==> src/rtl/icache_miss_ctrl.sv <==
// Instruction-cache miss/refill controller: detects a fetch miss, requests the
// line from memory, writes it word by word and records any in-flight redirect.
module icache_miss_ctrl #(
  parameter  int WORDS_PER_LINE = 4,
  parameter  int ADDR_WIDTH     = 32,
  parameter  int DATA_WIDTH     = 32,
  localparam int IDX_W          = $clog2(WORDS_PER_LINE),
  localparam int OFF_W          = $clog2(WORDS_PER_LINE * DATA_WIDTH / 8)
) (
  input  logic                  clk_i,
  input  logic                  reset_n_i,
  input  logic [ADDR_WIDTH-1:0] pc_f_i,
  input  logic                  lookup_valid_i,
  input  logic                  lookup_hit_i,
  input  logic [1:0]            pc_src_i,
  output logic                  instr_miss_f_o,
  output logic                  instr_cache_rep_en_o,
  output logic [1:0]            pc_src_reg_o,
  output logic                  mem_req_valid_o,
  input  logic                  mem_req_ready_i,
  output logic [ADDR_WIDTH-1:0] mem_req_addr_o,
  input  logic                  mem_rsp_valid_i,
  input  logic [DATA_WIDTH-1:0] mem_rsp_data_i,
  output logic                  fill_we_o,
  output logic [IDX_W-1:0]      fill_word_idx_o,
  output logic [DATA_WIDTH-1:0] fill_data_o,
  output logic [ADDR_WIDTH-1:0] fill_line_addr_o
);

  // state | meaning
  // IDLE  | lookups are served; a miss latches the line address
  // REQ   | line request presented until memory accepts it
  // FILL  | response beats written into the data array in order
  // DONE  | single tag/valid write cycle, then back to IDLE
  typedef enum logic [1:0] {IDLE, REQ, FILL, DONE} state_t;

  localparam logic [ADDR_WIDTH-1:0] OFF_MASK = ADDR_WIDTH'((64'd1 << OFF_W) - 64'd1);
  localparam logic [IDX_W-1:0]      LAST_IDX = IDX_W'(WORDS_PER_LINE - 1);

  state_t                  state;
  logic [ADDR_WIDTH-1:0]   line_addr;
  logic [IDX_W-1:0]        beat_cnt;
  logic                    req_valid_q;
  logic                    rep_en_q;
  logic [1:0]              pc_src_q;

  logic                    miss_now;
  logic                    beat;
  logic                    last_beat;
  logic                    capture;
  logic [ADDR_WIDTH-1:0]   pc_line;

  assign pc_line   = pc_f_i & ~OFF_MASK;
  assign miss_now  = lookup_valid_i & ~lookup_hit_i;
  assign beat      = (state == FILL) & mem_rsp_valid_i;
  assign last_beat = beat & (beat_cnt == LAST_IDX);
  assign capture   = ((state == REQ) || (state == FILL)) &&
                     (pc_src_i != 2'b00) && (pc_src_q == 2'b00);

  always_ff @(posedge clk_i or negedge reset_n_i) begin
    if (!reset_n_i) begin
      state       <= IDLE;
      line_addr   <= '0;
      beat_cnt    <= '0;
      req_valid_q <= 1'b0;
      rep_en_q    <= 1'b0;
      pc_src_q    <= 2'b00;
    end else begin
      case (state)
        IDLE: begin
          if (miss_now) begin
            line_addr   <= pc_line;
            req_valid_q <= 1'b1;
            state       <= REQ;
          end
        end
        REQ: begin
          if (mem_req_ready_i) begin
            req_valid_q <= 1'b0;
            beat_cnt    <= '0;
            state       <= FILL;
          end
        end
        FILL: begin
          if (beat) beat_cnt <= beat_cnt + 1'b1;
          if (last_beat) begin
            rep_en_q <= 1'b1;
            state    <= DONE;
          end
        end
        DONE: begin
          rep_en_q <= 1'b0;
          state    <= IDLE;
        end
        default: begin
          req_valid_q <= 1'b0;
          rep_en_q    <= 1'b0;
          state       <= IDLE;
        end
      endcase

      // The line is installed regardless of a redirect, so the captured value
      // is dropped as the fill completes; completion overrides a late capture.
      if (last_beat)    pc_src_q <= 2'b00;
      else if (capture) pc_src_q <= pc_src_i;
    end
  end

  assign instr_miss_f_o       = (state == IDLE) ? miss_now : 1'b1;
  assign instr_cache_rep_en_o = rep_en_q;
  assign pc_src_reg_o         = pc_src_q;
  assign mem_req_valid_o      = req_valid_q;
  assign mem_req_addr_o       = line_addr;
  assign fill_we_o            = beat;
  assign fill_word_idx_o      = beat_cnt;
  assign fill_data_o          = beat ? mem_rsp_data_i : '0;
  assign fill_line_addr_o     = line_addr;

endmodule

==> config.mk <==
export PLATFORM = sky130hd
export DESIGN_NAME = icache_miss_ctrl
export DESIGN_NICKNAME = d
export VERILOG_FILES = /design/src/rtl/icache_miss_ctrl.sv
export SDC_FILE = /design/constraint.sdc
export NUM_CORES = 1
export LEC_CHECK = 0
export CORE_MARGIN = 2
export CORE_UTILIZATION = 35
export DETAILED_ROUTE_END_ITERATION = 7
export PLACE_DENSITY = 0.95
export SYNTH_ARGS = -nofsm -noshare
export SYNTH_HDL_FRONTEND = slang
export SYNTH_SLANG_ARGS = --single-unit
==> constraint.sdc <==
create_clock -name clk_i -period 3.93 [get_ports clk_i]
set_clock_uncertainty 0.15 [all_clocks]
set_input_delay 0.393 -clock clk_i [delete_from_list [all_inputs] [get_ports clk_i]]
set_output_delay 0.393 -clock clk_i [all_outputs]
set_load 0.01 [all_outputs]
==> out/summary.md, run 1 <==
The flow ran to the end, and the final reports show no timing, DRC or antenna violations. The vertical extent of the die came out at 82.4 um. The combined flip-flop and latch cell area was 901 um^2; the number of cells on the worst reg-to-reg path was 5.

Of the cells placed in the final design, the portion with a size suffix greater than 1 is 12.9%. Entering global routing, the biggest net connects 43 pins. The count of warnings emitted by yosys came out at 0. The first routing iteration left 37 violations. 0 antenna diodes ended up in the layout.

The count of nets left with antenna violations once routing finished came out at 0. Synthesis inferred 36 register bits. After routing, the total negative slack on setup checks comes to 0 ps. The worst setup path is captured at an output pin. The signal on the critical path passes through inv_1 > ha_1 > and3_1 > clkdlybuf4s50_1.

The endpoint required time on the critical path came out at 3390 ps. The run gives 1790 as the via count of the first global-routing pass. Max-cap violations in this run came to 0. The tools report the highest clock rate as 322 MHz. Clock-pin slew was measured on the worst setup and hold paths at 70 ps.

The endpoint of the lowest-slack register-to-register path was fill_line_addr_o[15]$_DFFE_PN0P_. CTS saw 36 sinks. Dividing the detail-routed via count by the number of cells gives 4.71. The initialized floorplan defines 28 standard-cell rows. In the final design database the tool counted 395 nets. The initial utilization of the core area, before any placement, comes to 36.4%.

In this run, CTS created clock tree buffers numbering 5. The logs give 2 for the buffer depth of the longest clock path and 0 for the final number of hold-violating endpoints. Buffers added to address setup during post-CTS repair amount to 0. The average wire per standard cell is 15.4 um.

In this run, distinct cell masters in the synthesized netlist total 32. The global placer's final weighted congestion was 0.749. The share of the Yosys chip area taken by registers is 41.8%. The startpoint identified for the worst register-to-register timing path is state[0]$_DFFE_PN0P_. The cell with the largest stage delay on the worst path was sky130_fd_sc_hd__ha_1. The critical path startpoint category was a register. The combined area of the multi-input logic cells is 895 um^2, and the fraction of the cycle the final worst path needs is 79.0%. The global routing usage summed across all routing layers came out at 17.5%.

The critical-path maximum fanout is 42, and the post-synthesis instance total is 187. Measured against its own limit, the worst slew margin works out to 26.9%. The end-of-flow core utilization was 61.5%; the source-to-sink clock delay at the later pin of the worst-skew pair was 280 ps.

The core area came out at 5920 um^2. The first global-routing pass estimated 8900 um of wire. The tools report the residual overflow from global routing as 0.

The DRC violation count after routing came out at 0. The maximum vdd drop came out at 0.000361 V. Wires add up to 6060 um. The area growth from synthesis to layout is 69.1%. The register-to-register path setup slack is 1430 ps. The quantity of gates resized following cts was 0. The routed layout has 1854 vias.

The tools report the overall power after layout as 2.55 mW. The leakage power is 1.69 nW. Setup violations remaining at the end of the flow were counted as 0. For the first-pass detailed-route iteration total, the log shows 4. In this run the horizontal extent of the chip is 82.4 um.

After clock tree synthesis, the flow added hold-fix buffers numbering 0. The final cell count without fillers is 394, and the total power per unit cell area is 700 nW/um^2. The run gives 2 as the maximum level of the CTS H-tree. For the count of final max-slew check failures, the log shows 0. Transition at the pin with the smallest max-transition slack: 1100 ps.

Setup repair after global routing left no endpoint under its margin. The largest incremental delay on the critical path is 880 ps, and the average cell area after synthesis is 11.5 um^2. The post-detailed-placement half-perimeter wirelength is 4770 um, and the count of fill cells added during filler insertion is 477. The total die area came out at 6800 um^2. The post-synthesis instance area came out at 2150 um^2. The run gives 0 as the number of antenna violations at the first check in global routing.

TritonCTS built the clock tree. The minimum period implied by the final worst setup slack works out to 3110 ps. The port buffer count is 163.

The critical path is of the reg2out type. The most critical setup path has its startpoint at state[0]$_DFFE_PN0P_. Clock tree synthesis selected as its root buffer the cell sky130_fd_sc_hd__clkbuf_8. During I/O placement, the number of pins put on the boundary was 176.

Including well taps, the total number of placed cells is 386. The min-delay analysis places its worst path in the category in2async. For the worst setup path, the data arrival time is 2560 ps.
## stage by stage
stage / hold slack, ps / instance area (um^2) / setup WS, ps
after floorplan: -52.6 / 2180 / 2060
after global placement: 357 / 3550 / 1010
after detailed placement: 370 / 3550 / 982
after CTS: 57.2 / 3640 / 824
after global routing: 108 / 3640 / 592
final: 39.4 / 3640 / 824
## state kept, by name, summed over array words and instances (netlist names)
register,cells
fill_line_addr_o,28
fill_word_idx_o,2
pc_src_reg_o,2
state,2
instr_cache_rep_en_o,1
mem_req_valid_o,1
## cell families after synthesis
| group | after synthesis | synth area share [%] |
|---|---|---|
| AOI/OAI and AO/OA | 13 | 4.59 |
| adders and majority gates | 5 | 2.91 |
| buffers and inverters | 55 | 17.8 |
| DFF | 36 | 41.8 |
| muxes | 31 | 19.6 |
| other | 1 | 0.174 |
| and+or+nand+nor | 46 | 13.1 |
## worst max-delay path by stage
stage                     cells past startpoint         endpoint  slack [ps]
after floorplan                               5  fill_data_o[23]        2060
after global placement                        3  fill_data_o[12]        1010
after detailed placement                      3  fill_data_o[12]         980
after CTS                                     4  fill_data_o[12]         820
after global routing                          4  fill_data_o[12]         590
final                                         4  fill_data_o[12]         820
## power breakdown
| part | internal [mW] | switching [mW] | leakage [nW] | total [mW] |
|---|---|---|---|---|
| Clock | 0.123 | 0.130 | 0.0479 | 0.253 |
| Combinational | 0.994 | 0.592 | 1.22 | 1.59 |
| Sequential | 0.559 | 0.150 | 0.425 | 0.709 |
## cells in the final DEF (no fill, tap or decap), drive strengths merged
| cell type | count |
|---|---|
| a21oi | 4 |
| a221o | 1 |
| a221oi | 1 |
| a22o | 1 |
| a31oi | 2 |
| and2 | 1 |
| and2b | 1 |
| and3 | 32 |
| buf | 2 |
| clkbuf | 5 |
| clkdlybuf4s50 | 162 |
| clkinv | 3 |
| conb | 8 |
| dfrtp | 36 |
| ha | 5 |
| inv | 8 |
| mux2 | 29 |
| mux2i | 2 |
| nand2 | 4 |
| nand2b | 2 |
| nand3 | 2 |
| nand3b | 2 |
| nor2 | 1 |
| o21ai | 1 |
| o2bb2ai | 1 |
| o311ai | 1 |
| o32a | 1 |
| or3b | 1 |
## critical path, delay by kind of cell (launching register included)
| family | cells | cell delay (ps) |
|---|---|---|
| adders and majority gates | 1 | 880 |
| buffers and inverters | 2 | 650 |
| DFF | 1 | 420 |
| and+or+nand+nor | 1 | 320 |
## cells in the mapped netlist
cell | instances | area, um^2
sky130_fd_sc_hd__ha_1 | 5 | 62.6
sky130_fd_sc_hd__o2bb2ai_1 | 1 | 8.76
sky130_fd_sc_hd__nor2_1 | 1 | 3.75
sky130_fd_sc_hd__inv_1 | 8 | 30.0
sky130_fd_sc_hd__and2_1 | 1 | 6.26
sky130_fd_sc_hd__and3_1 | 32 | 200
sky130_fd_sc_hd__or3b_2 | 1 | 8.76
sky130_fd_sc_hd__o311ai_0 | 1 | 8.76
sky130_fd_sc_hd__a22o_1 | 1 | 8.76
sky130_fd_sc_hd__dfrtp_1 | 36 | 901
sky130_fd_sc_hd__a21oi_1 | 4 | 20.0
sky130_fd_sc_hd__buf_12 | 2 | 40.0
sky130_fd_sc_hd__buf_6 | 1 | 11.3
sky130_fd_sc_hd__nand3_1 | 2 | 10.0
sky130_fd_sc_hd__mux2_1 | 1 | 11.3
sky130_fd_sc_hd__mux2_4 | 20 | 300
sky130_fd_sc_hd__o32a_1 | 1 | 10.0
sky130_fd_sc_hd__nand2b_1 | 2 | 12.5
sky130_fd_sc_hd__a31oi_1 | 2 | 12.5
sky130_fd_sc_hd__nand2_1 | 4 | 15.0
sky130_fd_sc_hd__buf_4 | 36 | 270
sky130_fd_sc_hd__conb_1 | 1 | 3.75
sky130_fd_sc_hd__mux2_2 | 8 | 90.1
sky130_fd_sc_hd__nand3b_1 | 2 | 15.0
sky130_fd_sc_hd__clkbuf_2 | 1 | 5.00
sky130_fd_sc_hd__and2b_4 | 1 | 10.0
sky130_fd_sc_hd__buf_2 | 1 | 5.00
sky130_fd_sc_hd__a221o_1 | 1 | 10.0
sky130_fd_sc_hd__mux2i_1 | 2 | 20.0
sky130_fd_sc_hd__o21ai_0 | 1 | 5.00
sky130_fd_sc_hd__a221oi_2 | 1 | 15.0
sky130_fd_sc_hd__clkbuf_1 | 6 | 22.5
## cell type report
class | instances | area share, %
Timing Repair Buffer | 164 | 44.9
Sequential cell | 36 | 24.7
Multi-Input combinational cell | 103 | 24.6
Tap cell | 75 | 2.58
Clock buffer | 5 | 1.89
Inverter | 8 | 0.825
Clock inverter | 3 | 0.515
## metal layers
metal | part of all wire, % | vias up | wire length, um | track usage, %
met5 | 0 | - | 0 | 0
met4 | 0.48 | 0 | 29 | 4.50
met3 | 12 | 2 | 727 | 6.74
met1 | 36 | 872 | 2150 | 18.5
met2 | 52 | 119 | 3150 | 32.4
li1 | - | 861 | - | -
Note: power is estimated with default switching activity, not from simulation.
==> run 2, diff against run 1 <==
--- a/config.mk
+++ b/config.mk
@@ -6,9 +6,9 @@
 export NUM_CORES = 1
 export LEC_CHECK = 0
 export CORE_MARGIN = 2
-export CORE_UTILIZATION = 35
+export CORE_UTILIZATION = 33
 export DETAILED_ROUTE_END_ITERATION = 7
-export PLACE_DENSITY = 0.95
+export PLACE_DENSITY = 0.91
 export SYNTH_ARGS = -nofsm -noshare
 export SYNTH_HDL_FRONTEND = slang
 export SYNTH_SLANG_ARGS = --single-unit
==> constraint.sdc (replaced) <==
create_clock -name clk_i -period 3.1 [get_ports clk_i]
set_clock_uncertainty 0.15 [all_clocks]
set_input_delay 0.31 -clock clk_i [delete_from_list [all_inputs] [get_ports clk_i]]
set_output_delay 0.31 -clock clk_i [all_outputs]
set_load 0.01 [all_outputs]
==> run 2 against run 1 <==
  * Combinational power grew 26%
  * Via count stayed put
  * Clock power is 29% higher
  * Sequential cell count stayed put
  * Sequential share of layout area shrank 0.24 points
  * First-iteration DRC count rose by 11%
  * Core utilization down 3.3 points
  * Non-clock buffer count rose by 4
  * Register-to-register slack got worse by 210 ps
  * Largest cell class unchanged
==> out/summary.md, run 2 (synthesized netlist as in run 1, its figures left out) <==
The aggregate negative setup slack was 0 ps (unchanged); the routed wire length was 5810 um (-4.1%). The tightest slew margin relative to the limit came out at 46.8% (+20 points). Worst setup path endpoint: fill_data_o[19]. The share of post-route cells with drive strength above 1 works out to 13.6% (+0.77 points). Via count of the routed design: 1854 (unchanged). The global placer's final weighted congestion was 0.713 (-4.9%); the total CTS buffers was 5 (unchanged).

For the first-pass detailed-route iteration total, the log shows 2 (-2). The sort of element at the end of the critical path was an output pin. The run finished with clean final reports. The transition at the pin with the smallest max-transition slack came out at 797 ps (-299 ps).

Global routing usage summed across all routing layers: 15.9% (-1.7 points). The effective utilization at floorplan came out at 34.1% (-2.3 points). For the count of antenna-violating nets left after detailed routing, the log shows 0 (unchanged). The logs give 0 (unchanged) for the number of buffers inserted by post-CTS setup repair and 400 MHz for the highest clock rate. TritonCTS built the clock tree. In this run the clock root is driven by a sky130_fd_sc_hd__clkbuf_8.

The endpoint required time on the critical path was 2640 ps (-750 ps); the leakage power was 1.71 nW (+1.1%). Of the available clock period, the critical path in the final layout requires 80.6%. The startpoint identified for the worst register-to-register timing path is state[0]$_DFFE_PN0P_. In this run the worst setup path begins at state[0]$_DFFE_PN0P_. The DRC violation count after routing is 0 (unchanged), and the total die area is 7190 um^2 (+5.8%). The data arrival time of the critical path is 2040 ps (-520 ps), and the layout net count is 399 (+1.0%). The number of cells on the worst reg-to-reg path was 5 (unchanged). Setup repair after global routing left no endpoint under its margin. The logs give 1899 (+6.1%) for the via count of the first global-routing pass and 0 (unchanged) for the number of antenna violations at the first check in global routing. The buffer depth of the longest clock path was 2 (unchanged); the CTS clock-pin slew for the worst setup and hold paths was 70 ps (about the same). Starting DRC count in detailed routing: 41 (+11%). The worst slack after detailed placement is 796 ps (-186 ps), and the average vias per placed instance is 4.64 (-1.5%). The port buffer count was 163 (unchanged); the register-to-register path setup slack was 1220 ps (-210 ps). For the final number of hold-violating endpoints, the log shows 0 (unchanged). The number of flip-flops under the largest register name is 28 (unchanged). The area growth from synthesis to layout came out at 70.7%. The critical path in this run is classified as reg2out.

Critical path startpoint category: a register. For the count of final max-slew check failures, the log shows 0 (unchanged). The run gives 4510 um (-5.3%) as the post-detailed-placement half-perimeter wirelength. The worst hold-check path type was reg2reg. The largest net degree at the start of global routing is 43 (unchanged).

The logs give 0.000598 V (+66%) for the maximum vdd drop and 36 (unchanged) for the CTS sink count. The vertical extent of the die is 84.8 um (+2.8%), and the residual overflow from global routing is 0 (unchanged). The critical-path maximum fanout was 42 (unchanged); the maximum level of the CTS H-tree was 2 (unchanged). The number of antenna cells inserted is 0 (unchanged), and the max-capacitance violation count is 0 (unchanged). The number of placement rows was 29 (+3.6%). The source-to-sink clock delay at the later pin of the worst-skew pair is 280 ps (about the same), and the average wire per standard cell is 14.5 um (-5.5%). The top cell types in the final layout, fill and taps aside, are sky130_fd_sc_hd__clkdlybuf4s50_1 (162), sky130_fd_sc_hd__dfrtp_1 (36), sky130_fd_sc_hd__and3_1 (32).

Overall power after layout: 3.23 mW (+27%). The tools report the least setup slack across all paths after layout as 601 ps (-223 ps). The tools report the wire length of the first global-routing pass as 9110 um (+2.3%).

The library cell used most frequently in the layout, excluding fill and tap cells, is sky130_fd_sc_hd__clkdlybuf4s50_1. Die width: 84.8 um (+2.8%). After layout, the minimum clock period comes to 2500 ps. The boundary pin count was 176 (unchanged); the total power per unit cell area was 878 nW/um^2 (+25%). The final setup violation count was 0 (unchanged).

The endpoint identified for the worst register-to-register timing path is state[1]$_DFFE_PN0P_. The core area came out at 6310 um^2 (+6.6%).
run 2: changes by cell type in the layout (fill, tap and decap cells not counted), sizes merged:
cell / previous run / this run
dlygate4sd3: 0 / 1
buf: 2 / 5
run 2: power breakdown:
part	switching, mW	leakage [nW]	total [mW]	internal [mW]
logic	0.740	1.24	2.01	1.27
registers	0.186	0.425	0.895	0.709
clock network	0.171	0.0479	0.327	0.157
run 2: what timing repair did:
action,CTS,global route
gates resized for setup,0,0
endpoints found under the hold margin,36,0
hold buffers,1,0
setup endpoints to repair,0,0
run 2: layout make-up:
cell class / instances / area, um^2
fillers: 513 / 2640
well taps: 77 / 96.3
clock inverters: 3 / 18.8
inverters: 8 / 30.0
repair buffers: 168 / 1670
multi-input cells: 103 / 895
flip-flops and latches: 36 / 901
clock buffers: 5 / 68.8
run 2: worst min-delay path by stage:
stage                           startpoint                          endpoint  slack [ps]  depth (start not counted)
5_1_grt        mem_req_valid_o$_DFFE_PN0P_       mem_req_valid_o$_DFFE_PN0P_         400                          1
4_1_cts        mem_req_valid_o$_DFFE_PN0P_       mem_req_valid_o$_DFFE_PN0P_         380                          1
2_1_floorplan                    reset_n_i  fill_line_addr_o[10]$_DFFE_PN0P_        -140                          0
3_3_place_gp                     reset_n_i  fill_line_addr_o[24]$_DFFE_PN0P_         290                          1
6_report       mem_req_valid_o$_DFFE_PN0P_       mem_req_valid_o$_DFFE_PN0P_         380                          1
3_5_place_dp                     reset_n_i  fill_line_addr_o[25]$_DFFE_PN0P_         290                          1
run 2: layer usage:
| metal | vias up | GRT usage [%] | wire, um |
|---|---|---|---|
| met4 | 0 | 5.19 | 95 |
| met5 | - | 0 | 0 |
| li1 | 868 | - | - |
| met1 | 860 | 17.6 | 2260 |
| met3 | 8 | 4.72 | 538 |
| met2 | 118 | 28.8 | 2920 |
run 2: stage by stage:
stage / util (%) / hold WS, ps / instances / area, um^2
after floorplan: - / -136 / 194 / 2180
final: 58.2 / 378 / 400 / 3680
after detailed placement: 56.7 / 291 / 391 / 3580
after global routing: 58.2 / 399 / 400 / 3680
after global placement: 56.7 / 285 / 391 / 3580
after CTS: 58.2 / 382 / 400 / 3680
run 2: worst max-delay path: stages (launching register included):
cell and delay, ps:
sky130_fd_sc_hd__dfrtp_1 420, sky130_fd_sc_hd__inv_1 100, sky130_fd_sc_hd__ha_1 150, sky130_fd_sc_hd__buf_4 310
sky130_fd_sc_hd__and3_1 230, sky130_fd_sc_hd__clkdlybuf4s50_1 540
==> run 3, diff against run 2 <==
--- a/config.mk
+++ b/config.mk
@@ -6,9 +6,9 @@
 export NUM_CORES = 1
 export LEC_CHECK = 0
 export CORE_MARGIN = 2
-export CORE_UTILIZATION = 33
+export CORE_UTILIZATION = 30
 export DETAILED_ROUTE_END_ITERATION = 7
-export PLACE_DENSITY = 0.91
+export PLACE_DENSITY = 0.88
 export SYNTH_ARGS = -nofsm -noshare
 export SYNTH_HDL_FRONTEND = slang
 export SYNTH_SLANG_ARGS = --single-unit
==> constraint.sdc (replaced) <==
create_clock -name clk_i -period 2.27 [get_ports clk_i]
set_clock_uncertainty 0.15 [all_clocks]
set_input_delay 0.227 -clock clk_i [delete_from_list [all_inputs] [get_ports clk_i]]
set_output_delay 0.227 -clock clk_i [all_outputs]
set_load 0.01 [all_outputs]
==> run 3 against run 2 <==
  * Clock power is 44% higher
  * Worst hold slack better by 7.0 ps
  * Core utilization is 4.4 points lower
  * Combinational power is 36% higher
  * Critical path type unchanged
  * Largest power group unchanged
==> out/summary.md, run 3 (synthesized netlist as in run 1, its figures left out) <==
The data arrival time of the critical path is 1670 ps (-370 ps), and the CTS sink count is 36 (unchanged). The fraction of power consumed by sequential logic came out at 28.0% (+0.3 points). The run gives 409 (+4.6%) as the cell count after placement.

The critical register-to-register path startpoint was state[0]$_DFFE_PN0P_. The routed wire length is 6020 um (+3.7%), and the average vias per placed instance is 4.48 (-3.4%). Fraction of the cycle the final worst path needs: 90.1%. The vertical extent of the die is 88.7 um (+4.6%), and the register-to-register path setup slack is 460 ps (-760 ps).

The tools report the buffer depth of the longest clock path as 2 (unchanged). The min-delay analysis places its worst path in the category reg2reg. The aggregate negative setup slack is 0 ps (unchanged), and the final number of hold-violating endpoints is 0 (unchanged). STA classifies the critical path startpoint as a register. The number of placement rows was 30 (+3.4%); the number of flip-flops under the largest register name was 28 (unchanged). The tools report the number of buffers inserted by post-CTS setup repair as 0 (unchanged). The largest net degree at the start of global routing is 43 (unchanged), and the count of final max-slew check failures is 0 (unchanged). The count of antenna-violating nets left after detailed routing came out at 0 (unchanged). The maximum level of the CTS H-tree was 2 (unchanged); the die width was 88.7 um (+4.6%). The least setup slack across all paths after layout was 226 ps (-376 ps).

The worst setup path category is reg2out. The CTS clock-pin slew for the worst setup and hold paths is 70 ps (about the same), and the worst slack after detailed placement is 225 ps (-571 ps). The tools report the total cell area at the placement stage as 3630 um^2 (+1.5%). The design internal power is 2.91 mW (+37%), and the wire length of the first global-routing pass is 9160 um (+0.53%).

The DRC violation count after routing was 0 (unchanged); the total power per unit cell area was 1200 nW/um^2 (+37%). Total die area: 7870 um^2 (+9.5%). Leaving out fill and tap cells, the most frequent cells in the layout are sky130_fd_sc_hd__clkdlybuf4s50_1 (129), sky130_fd_sc_hd__dfrtp_1 (36), sky130_fd_sc_hd__dlygate4sd2_1 (33). The logs give 1890 ps (-750 ps) for the endpoint required time on the critical path and 1.52 mW (+39%) for the switching power summed over all nets.

Static timing analysis puts the maximum clock frequency at 489 MHz. The run gives 176 (unchanged) as the boundary pin count. The tools report the hold slack as 385 ps (+6.99 ps). The residual overflow from global routing was 0 (unchanged); the share of total power in combinational logic was 61.4% (-0.7 points). Relative to the synthesized area, the layout overhead comes to 71.7%. The effective utilization at floorplan was 31.3% (-2.8 points).

The switching fraction of total power came out at 34.4% (+0.37 points). The minimum period implied by the final worst setup slack works out to 2040 ps. Among all stages on the critical path, the largest delay is contributed by sky130_fd_sc_hd__dfrtp_1. The most common cell after layout, fill and taps aside is sky130_fd_sc_hd__clkdlybuf4s50_1. For the core area, the log shows 6870 um^2 (+8.8%). For the leakage power, the log shows 1.86 nW (+8.7%). The startpoint identified for the worst hold timing path is fill_line_addr_o[18]$_DFFE_PN0P_.

The first-pass detailed-route iteration total was 3 (+1); the post-layout instance area was 3700 um^2 (+0.58%). Setup repair after global routing left no endpoint under its margin. The maximum vdd drop is 0.000400 V (-33%), and the largest incremental delay on the critical path is 430 ps (-110 ps). For the final cell count without fillers, the log shows 418 (+4.5%).

STA classifies the critical path endpoint as an output pin. The port buffer count works out to 163 (unchanged). The number of antenna violations at the first check in global routing came out at 0 (unchanged). The via count of the first global-routing pass is 1920 (+1.1%). The max-capacitance violation count was 0 (unchanged).

The run gives 46.2% (-0.64 points) as the tightest slew margin relative to the limit. Critical path startpoint: state[0]$_DFFE_PN0P_. The source-to-sink clock delay at the later pin of the worst-skew pair is 280 ps (about the same). The number of antenna cells inserted was 0 (unchanged); the starting DRC count in detailed routing was 29 (-29%). Traced cell by cell, the critical path runs through inv_1 > ha_2 > buf_12 > and3_1 > dlygate4sd2_1. TritonCTS built the clock tree. The power share of the clock group is 10.6% (+0.5 points). The global placer's final weighted congestion is 0.786 (+10%).

Average wire per standard cell: 14.4 um (-0.78%). The run finished with clean final reports. The global routing usage summed across all routing layers was 15.1% (-0.76 points); the via count of the routed design was 1872 (+0.97%). The final setup violation count came out at 0 (unchanged).

The root buffer selected by CTS was sky130_fd_sc_hd__clkbuf_8. The layout net count was 398 (-0.25%); the total CTS buffers was 5 (unchanged). The critical-path maximum fanout works out to 42 (unchanged).

Transition at the pin with the smallest max-transition slack: 807 ps (+9.59 ps). The run gives 4690 um (+4.0%) as the post-detailed-placement half-perimeter wirelength. The share of post-route cells with drive strength above 1 came out at 13.4% (-0.27 points).
run 3: power groups by stage:
stage | Clock [mW] | Combinational (mW) | Sequential, mW
detailed placement | 0 | 2.82 | 1.25
CTS | 0.500 | 2.76 | 1.25
floorplan | 0 | 1.42 | 1.35
global placement | 0 | 2.75 | 1.22
global route | 0.518 | 2.95 | 1.29
finish | 0.470 | 2.73 | 1.24
run 3: area by class of cell:
class	count	area, um^2
clock buffers	7	86.3
inverters	8	30.0
well taps	96	120
clock inverters	1	7.51
multi-input cells	103	897
flip-flops and latches	36	901
fillers	609	3170
repair buffers	167	1660
run 3: worst max-delay path, delay by kind of cell, from the launching register on:
| family | cells | cell delay, ps |
|---|---|---|
| buffers and inverters | 3 | 570 |
| flip-flops | 1 | 430 |
| AND/OR/NAND/NOR | 1 | 180 |
| adder cells (fa/ha/maj) | 1 | 200 |
run 3: final timing paths:
kind,endpoint,depth (start not counted)
max,fill_data_o[4],5
min,fill_line_addr_o[18]$_DFFE_PN0P_,1
max reg2reg,fill_line_addr_o[26]$_DFFE_PN0P_,5
min reg2reg,fill_line_addr_o[18]$_DFFE_PN0P_,1
max in group asynchronous,fill_line_addr_o[25]$_DFFE_PN0P_,2
min in group asynchronous,fill_line_addr_o[21]$_DFFE_PN0P_,2
run 3: routing by layer:
metal	track usage, %	part of all wire, %	wire, um
met1	15.7	36	2190
met2	28.9	52	3100
met3	5.32	11	686
met4	3.31	0.71	43
met5	0	0	0
run 3: per-stage QoR:
step	utilization [%]	total power, mW
2_1_floorplan	-	2.77
3_3_place_gp	52.9	3.97
3_5_place_dp	52.9	4.07
4_1_cts	53.8	4.51
5_1_grt	53.8	4.76
6_report	53.8	4.44
run 3: timing repair:
item                                   4_1_cts  5_1_grt
hold buffers                                 1        0
setup endpoints to repair                   33        0
gates resized for setup                     34        0
endpoints found under the hold margin       36        0
